[src/rtl/regression_pkg.sv]
// ---------------------------------------------------------------------------
// regression_pkg
// Shared definitions for the linear-regression accumulator datapath.
//   DATA_W     sample width (two's complement, Q(DATA_W-FRAC_W).FRAC_W)
//   FRAC_W     fractional bits per sample
//   fxp_t      one signed sample
//   fxp_prod_t full-precision signed product of two samples
//   state_t    control states of the accumulator run
// ---------------------------------------------------------------------------
package regression_pkg;

  localparam int DATA_W = 20;
  localparam int FRAC_W = 10;

  typedef logic signed [DATA_W-1:0]   fxp_t;
  typedef logic signed [2*DATA_W-1:0] fxp_prod_t;

  // IDLE  : waiting for the first start after reset
  // ACCUM : taking samples until N have been accepted
  // DRAIN : last sample still travelling through the MAC pipeline
  // DONE  : sums final and held until the next start
  typedef enum logic [1:0] {
    IDLE  = 2'd0,
    ACCUM = 2'd1,
    DRAIN = 2'd2,
    DONE  = 2'd3
  } state_t;

endpackage

[src/rtl/fxp_mac_stage.sv]
// ---------------------------------------------------------------------------
// fxp_mac_stage
// Two-stage multiply/accumulate lane.
//   S1 registers operand b and the full-precision signed product a*b.
//   S2 sign-extends both and adds them into a linear sum (of b) and a
//   product sum (of a*b).
// Ports:
//   clk       rising-edge clock
//   rst       asynchronous active-low reset (clears everything)
//   clear     synchronous clear of S1 valid and both accumulators
//   in_valid  a/b accepted this cycle
//   a, b      signed operands, IN_W bits
//   s1_valid  S1 holds a beat that S2 has not yet absorbed
//   sum_lin   running sum of b, LIN_W bits signed
//   sum_prod  running sum of a*b, PROD_W bits signed
// ---------------------------------------------------------------------------
module fxp_mac_stage
  import regression_pkg::*;
#(
  parameter int IN_W   = DATA_W,
  parameter int LIN_W  = DATA_W + 8,
  parameter int PROD_W = 2*DATA_W + 8
) (
  input  logic                     clk,
  input  logic                     rst,
  input  logic                     clear,
  input  logic                     in_valid,
  input  logic signed [IN_W-1:0]   a,
  input  logic signed [IN_W-1:0]   b,
  output logic                     s1_valid,
  output logic signed [LIN_W-1:0]  sum_lin,
  output logic signed [PROD_W-1:0] sum_prod
);

  logic signed [IN_W-1:0]   b_reg;
  logic signed [2*IN_W-1:0] prod_reg;
  logic signed [2*IN_W-1:0] prod_next;

  // Widen both operands before multiplying so the product keeps every bit,
  // including the -max * -max corner.
  assign prod_next = (2*IN_W)'(a) * (2*IN_W)'(b);

  // S1: operand / product capture. Data registers only load on a real beat
  // so bubbles leave them untouched; only s1_valid tracks occupancy.
  always_ff @(posedge clk or negedge rst) begin
    if (!rst) begin
      s1_valid <= 1'b0;
      b_reg    <= '0;
      prod_reg <= '0;
    end else if (clear) begin
      s1_valid <= 1'b0;
    end else begin
      s1_valid <= in_valid;
      if (in_valid) begin
        b_reg    <= b;
        prod_reg <= prod_next;
      end
    end
  end

  // S2: accumulate. Accumulator widths carry enough headroom that no
  // sequence of samples of the configured length can overflow.
  always_ff @(posedge clk or negedge rst) begin
    if (!rst) begin
      sum_lin  <= '0;
      sum_prod <= '0;
    end else if (clear) begin
      sum_lin  <= '0;
      sum_prod <= '0;
    end else if (s1_valid) begin
      sum_lin  <= sum_lin  + LIN_W'(b_reg);
      sum_prod <= sum_prod + PROD_W'(prod_reg);
    end
  end

endmodule

[src/rtl/regression_accumulator.sv]
// ---------------------------------------------------------------------------
// regression_accumulator
// Streams N signed (x,y) samples over a valid/ready handshake and produces
// sum_x, sum_y, sum_xy and sum_xx for the regression coefficient stage.
// Ports:
//   clk       rising-edge clock
//   rst       asynchronous active-low reset
//   start     begin a run (honoured only in IDLE or DONE)
//   x, y      samples, Q10.10 signed
//   in_valid  x/y valid
//   in_ready  sample accepted this cycle when in_valid is high
//   busy      run in progress (ACCUM or DRAIN)
//   done      sums final; held until the next start
//   count     samples accepted in the current run
//   sum_x     Q18.10 signed sum of x
//   sum_y     Q18.10 signed sum of y
//   sum_xy    Q28.20 signed sum of x*y
//   sum_xx    Q28.20 signed sum of x*x
// ---------------------------------------------------------------------------
module regression_accumulator
  import regression_pkg::*;
#(
  parameter  int N     = 150,
  localparam int CNT_W = $clog2(N + 1)
) (
  input  logic                             clk,
  input  logic                             rst,
  input  logic                             start,
  input  logic signed [DATA_W-1:0]         x,
  input  logic signed [DATA_W-1:0]         y,
  input  logic                             in_valid,
  output logic                             in_ready,
  output logic                             busy,
  output logic                             done,
  output logic [CNT_W-1:0]                 count,
  output logic signed [DATA_W+CNT_W-1:0]   sum_x,
  output logic signed [DATA_W+CNT_W-1:0]   sum_y,
  output logic signed [2*DATA_W+CNT_W-1:0] sum_xy,
  output logic signed [2*DATA_W+CNT_W-1:0] sum_xx
);

  state_t state_reg;
  state_t state_next;

  logic accept;
  logic run_clear;
  logic count_full;
  logic s1_valid_xy;
  logic s1_valid_xx;
  logic pipe_busy;

  // A start is only meaningful when no run is in flight; the same edge that
  // moves us into ACCUM wipes the counter and both MAC lanes.
  assign run_clear  = start && ((state_reg == IDLE) || (state_reg == DONE));
  assign count_full = (count == CNT_W'(N));
  assign accept     = in_valid && in_ready;
  assign pipe_busy  = s1_valid_xy || s1_valid_xx;

  // ---------------------------------------------------------------- state
  always_ff @(posedge clk or negedge rst) begin
    if (!rst) begin
      state_reg <= IDLE;
    end else begin
      state_reg <= state_next;
    end
  end

  // ----------------------------------------------------------- next state
  always_comb begin
    state_next = state_reg;
    unique case (state_reg)
      IDLE:  if (start)      state_next = ACCUM;
      ACCUM: if (count_full) state_next = DRAIN;
      // S1 can only hold the final beat for one cycle after the last
      // accept, so DRAIN normally lasts exactly one cycle.
      DRAIN: if (!pipe_busy) state_next = DONE;
      DONE:  if (start)      state_next = ACCUM;
      default:               state_next = IDLE;
    endcase
  end

  // -------------------------------------------------------------- outputs
  // All three are decodes of the state and count registers, so they change
  // only on clock edges (or reset). in_ready is low in IDLE/DONE, which is
  // what keeps a beat presented alongside start from being taken.
  always_comb begin
    in_ready = 1'b0;
    busy     = 1'b0;
    done     = 1'b0;
    unique case (state_reg)
      ACCUM: begin
        in_ready = !count_full;
        busy     = 1'b1;
      end
      DRAIN:   busy = 1'b1;
      DONE:    done = 1'b1;
      default: ;
    endcase
  end

  // -------------------------------------------------------------- counter
  always_ff @(posedge clk or negedge rst) begin
    if (!rst) begin
      count <= '0;
    end else if (run_clear) begin
      count <= '0;
    end else if (accept) begin
      count <= count + CNT_W'(1);
    end
  end

  // ------------------------------------------------------------ MAC lanes
  // The (x,y) lane supplies sum_y and sum_xy; the (x,x) lane supplies
  // sum_x and sum_xx, since its linear sum is over its b operand.
  fxp_mac_stage #(
    .IN_W   (DATA_W),
    .LIN_W  (DATA_W + CNT_W),
    .PROD_W (2*DATA_W + CNT_W)
  ) u_mac_xy (
    .clk      (clk),
    .rst      (rst),
    .clear    (run_clear),
    .in_valid (accept),
    .a        (x),
    .b        (y),
    .s1_valid (s1_valid_xy),
    .sum_lin  (sum_y),
    .sum_prod (sum_xy)
  );

  fxp_mac_stage #(
    .IN_W   (DATA_W),
    .LIN_W  (DATA_W + CNT_W),
    .PROD_W (2*DATA_W + CNT_W)
  ) u_mac_xx (
    .clk      (clk),
    .rst      (rst),
    .clear    (run_clear),
    .in_valid (accept),
    .a        (x),
    .b        (x),
    .s1_valid (s1_valid_xx),
    .sum_lin  (sum_x),
    .sum_prod (sum_xx)
  );

endmodule
[config.mk]
export PLATFORM = sky130hd
export DESIGN_NAME = regression_accumulator
export DESIGN_NICKNAME = d
export VERILOG_FILES = /design/src/rtl/regression_pkg.sv /design/src/rtl/fxp_mac_stage.sv /design/src/rtl/regression_accumulator.sv
export SDC_FILE = /design/constraint.sdc
export NUM_CORES = 2
export LEC_CHECK = 0
export ABC_AREA = 1
export CAP_MARGIN = 20
export CORE_ASPECT_RATIO = 2
export CORE_MARGIN = 2
export CORE_UTILIZATION = 50
export CTS_BUF_LIST = sky130_fd_sc_hd__clkbuf_2 sky130_fd_sc_hd__clkbuf_4 sky130_fd_sc_hd__clkbuf_8
export CTS_CLUSTER_SIZE = 30
export DETAILED_ROUTE_END_ITERATION = 10
export HOLD_SLACK_MARGIN = 0.05
export PLACE_DENSITY = 0.66
export SLEW_MARGIN = 10
export SYNTH_ARGS = -nofsm -noshare
export SYNTH_HDL_FRONTEND = slang
export SYNTH_SLANG_ARGS = --single-unit
[constraint.sdc]
create_clock -name clk -period 6.3 [get_ports clk]
set_clock_uncertainty 0.05 [all_clocks]
set_input_delay 1.89 -clock clk [delete_from_list [all_inputs] [get_ports clk]]
set_output_delay 1.89 -clock clk [all_outputs]
set_load 0.01 [all_outputs]
==> insert_results.sql <==
INSERT INTO impl_metrics (metric_group, metric, value, unit) VALUES
('outcome', 'run_status', 'finished, violations left', ''),
('outcome', 'failed_checks', 'negative setup slack', ''),
('synth', 'yosys_register_bits', '281', ''),
('clock_network', 'clock_tree.root_cell', 'clkbuf_8', ''),
('sta', 'achievable-frequency', '0.139', 'GHz'),
('synth', 'syn_avg_cell_area', '7.20', 'um^2'),
('clock_network', 'cts_tree', 'yes', ''),
('grt', 'grt_pass1_vias', '53158', ''),
('synth', 'synth_top_cell_area_share', '0.309', ''),
('sta', 'finalCriticalPeriod', '7.22', 'ns'),
('clock_network', 'clock_sink_count', '281', ''),
('synth', 'synth_area_leaders', 'fa_1 (31%), nand2_1 (16%), dfrtp_1 (14%), inv_1 (12%), ha_1 (9.0%)', ''),
('grt', 'grt_start_max_net_pins', '104', ''),
('setup_path', 'crit-reg2reg-launch', 'u_mac_xy.sum_prod[0]$_DFFE_PN0P_', ''),
('routing', 'route.antenna.remaining_nets', '0', ''),
('routing', 'firstDrtPassIters', '6', ''),
('sta', 'report.final.slew_viol_count', '0', ''),
('synth', 'dominant_combinational_cell_family_by_area_after_synthesis', 'adder cells', ''),
('floorplan', 'die_x', '232', 'um'),
('routing', 'post_drt_via_cell_ratio', '5.28', ''),
('routing', 'routed_wl', '195000', 'um'),
('synth', 'count_of_yosys_warnings_during_synthesis', '0', ''),
('finish', 'layout_cells_sized_above_1', '0.221', ''),
('synth', 'synth.distinct_cells', '59', ''),
('synth', 'fraction_of_the_yosys_area_taken_by_sequential_cells', '0.135', ''),
('floorplan', 'dieArea', '107000', 'um^2'),
('setup_path', 'critPathRequiredTime', '6.76', 'ns'),
('setup_path', 'worst_r2r_path_depth', '15', ''),
('setup_path', 'crit-reg2reg-capture', 'u_mac_xy.sum_prod[30]$_DFFE_PN0P_', ''),
('setup_path', 'critPathKind', 'input port to flip-flop', ''),
('clock_network', 'htree_levels', '2', ''),
('floorplan', 'floorplan.io_pins', '207', ''),
('synth', 'synth-simple-area-share', '0.241', ''),
('grt', 'initial_antenna_violation_count', '4', ''),
('place', 'buffer_ports.inserted', '206', ''),
('synth', 'synthesis.area', '52000', 'um^2'),
('setup_path', 'worst_setup_path_endpoint', 'u_mac_xx.prod_reg[39]$_DFFE_PN0P_', ''),
('floorplan', 'die_height', '460', 'um'),
('place', 'dpl.hpwl', '159000', 'um'),
('sta', 'setup_ws', '-0.920', 'ns'),
('job', 'max_cap_viol_count', '0', ''),
('routing', 'detail_route.wl_per_cell', '20.5', 'um'),
('setup_path', 'worst_setup_path_end_kind', 'flip-flop', ''),
('finish', 'post_layout_nonfiller_instances', '9502', ''),
('grt', 'global_route.overflow_total', '0', ''),
('grt', 'track_usage', '0.367', ''),
('grt', 'wire_length_of_the_first_global_routing_pass', '295000', 'um'),
('floorplan', 'core_region_area', '103000', 'um^2'),
('sta', 'grt_setup_unrepaired', 'true', ''),
('synth', 'number_of_enable_type_register_cells_in_the_synthesized_netlist', '0', ''),
('clock_network', 'cts.reportedPaths.clkPinSlew', '0.07', 'ns'),
('worst_hold_path', 'hold_path_class', 'flip-flop to flip-flop', ''),
('synth', 'netlist_top_cells_count', 'nand2_1 (2179), inv_1 (1706), fa_1 (804), nor2_1 (428), ha_1 (373)', ''),
('clock_network', 'ctsHoldBuffers', '0', ''),
('floorplan', 'placement_rows', '167', ''),
('routing', 'detailroute.via_count', '50151', ''),
('synth', 'postSynthCellCount', '7224', ''),
('clock_network', 'cts_inserted_buffers', '43', ''),
('setup_path', 'startpoint_type', 'input port', ''),
('place', 'dp.cells', '9188', ''),
('synth', 'synth_top_cell_by_area', 'fa_1', ''),
('setup_path', 'timing.critical_path.fanout_max', '7', ''),
('sta', 'worst_hold_slack', '0.431', 'ns'),
('sta', 'setup_violations', '64', ''),
('setup_path', 'worst_ep_arrival_time', '7.68', 'ns'),
('synth', 'synth_compound_gate_area_share', '0.0744', ''),
('synth', 'synth_ff_type', 'dfrtp_1', ''),
('setup_path', 'setup.worst_path.start', 'x[19]', ''),
('place', 'routabilityCongestion', '1.01', ''),
('clock_network', 'insertion_delay_of_the_later_clocked_pin_in_the_worst_skew_pair', '0.66', 'ns'),
('finish', 'num-nets-final', '9335', '');
-- worst max-delay path: stages --
cell and delay [ns]:
buf_12 0.08, buf_12 0.14, buf_8 0.15, nand2_4 0.06, fa_2 0.59, fa_2 0.48
fa_2 0.54, buf_4 0.17, fa_1 0.49, inv_1 0.06, fa_1 0.53, fa_1 0.55
inv_1 0.07, fa_1 0.50, inv_1 0.06, ha_4 0.32, nand2_4 0.09, nor2_4 0.10
nand2_2 0.09, nor3b_4 0.20, nand3_1 0.11, nand3_2 0.10, inv_1 0.04, nand2_1 0.06
nand2_2 0.06, nand2_2 0.08, nand2_1 0.06
-- worst min-delay path by stage --
stage / start / cells past startpoint / slack (ns) / to
floorplan: u_mac_xx.b_reg[10]$_DFFE_PN0P_ / 2 / 0.40 / u_mac_xx.b_reg[10]$_DFFE_PN0P_
global placement: u_mac_xy.b_reg[9]$_DFFE_PN0P_ / 2 / 0.41 / u_mac_xy.b_reg[9]$_DFFE_PN0P_
detailed placement: u_mac_xy.b_reg[9]$_DFFE_PN0P_ / 2 / 0.41 / u_mac_xy.b_reg[9]$_DFFE_PN0P_
CTS: u_mac_xy.b_reg[9]$_DFFE_PN0P_ / 2 / 0.43 / u_mac_xy.b_reg[9]$_DFFE_PN0P_
global route: u_mac_xy.b_reg[2]$_DFFE_PN0P_ / 2 / 0.45 / u_mac_xy.b_reg[2]$_DFFE_PN0P_
finish: u_mac_xy.b_reg[9]$_DFFE_PN0P_ / 2 / 0.43 / u_mac_xy.b_reg[9]$_DFFE_PN0P_
-- cell families (layout without fill, tap and decap cells) --
kind of cell             Yosys count  count (layout)
AND/OR/NAND/NOR                 3088            3088
XOR/XNOR                          63              63
other                              0               3
adder cells (fa/ha/maj)         1177            1177
flip-flops                       281             281
AO/OA/AOI/OAI                    710             710
buffers and inverters           1905            2828
-- area by class of cell --
class | count | area (um^2)
Clock inverter | 21 | 175
Sequential cell | 281 | 7030
Multi-Input combinational cell | 5038 | 41800
Fill cell | 9075 | 35400
Timing Repair Buffer | 1029 | 10200
Clock buffer | 57 | 741
Tap cell | 1352 | 1690
Inverter | 1721 | 6490
Antenna cell | 3 | 7.51
-- placed cells by master (no fill, tap or decap), types with 200 or more instances in the layout --
cell	count
ha_1	303
inv_1	1544
nand3_1	222
nand2_1	1981
buf_4	605
fa_1	711
o21ai_0	200
dfrtp_1	281
a21oi_1	233
nor2_1	338
-- metal layers --
| layer | GRT usage | part of all wire | up-vias |
|---|---|---|---|
| li1 | - | - | 23429 |
| met1 | 0.372 | 0.33 | 24302 |
| met2 | 0.690 | 0.53 | 1634 |
| met3 | 0.0367 | 0.042 | 784 |
| met4 | 0.266 | 0.092 | 2 |
| met5 | 0 | 0.000067 | - |
-- per-stage QoR --
stage / setup slack, ns / util / setup TNS (ns) / area [um^2]
global placement: -2.00 / 0.596 / -100.93 / 61600
finish: -0.920 / 0.658 / -44.70 / 68100
detailed placement: -2.03 / 0.596 / -103.83 / 61600
floorplan: -1.03 / - / -46.79 / 54200
CTS: -0.886 / 0.642 / -40.22 / 66400
global route: -1.10 / 0.658 / -55.63 / 68100
-- what timing repair did --
| item | CTS | global route |
|---|---|---|
| cloned | 16 | 4 |
| buffers inserted | 156 | 72 |
| endpoints found under the setup margin | 65 | 66 |
| gates resized for setup | 625 | 332 |
| pin swaps | 320 | 260 |
Power is left out: the tool's default activity adds up to more than one toggle a clock period on the data nets, which glitch-free logic cannot reach.
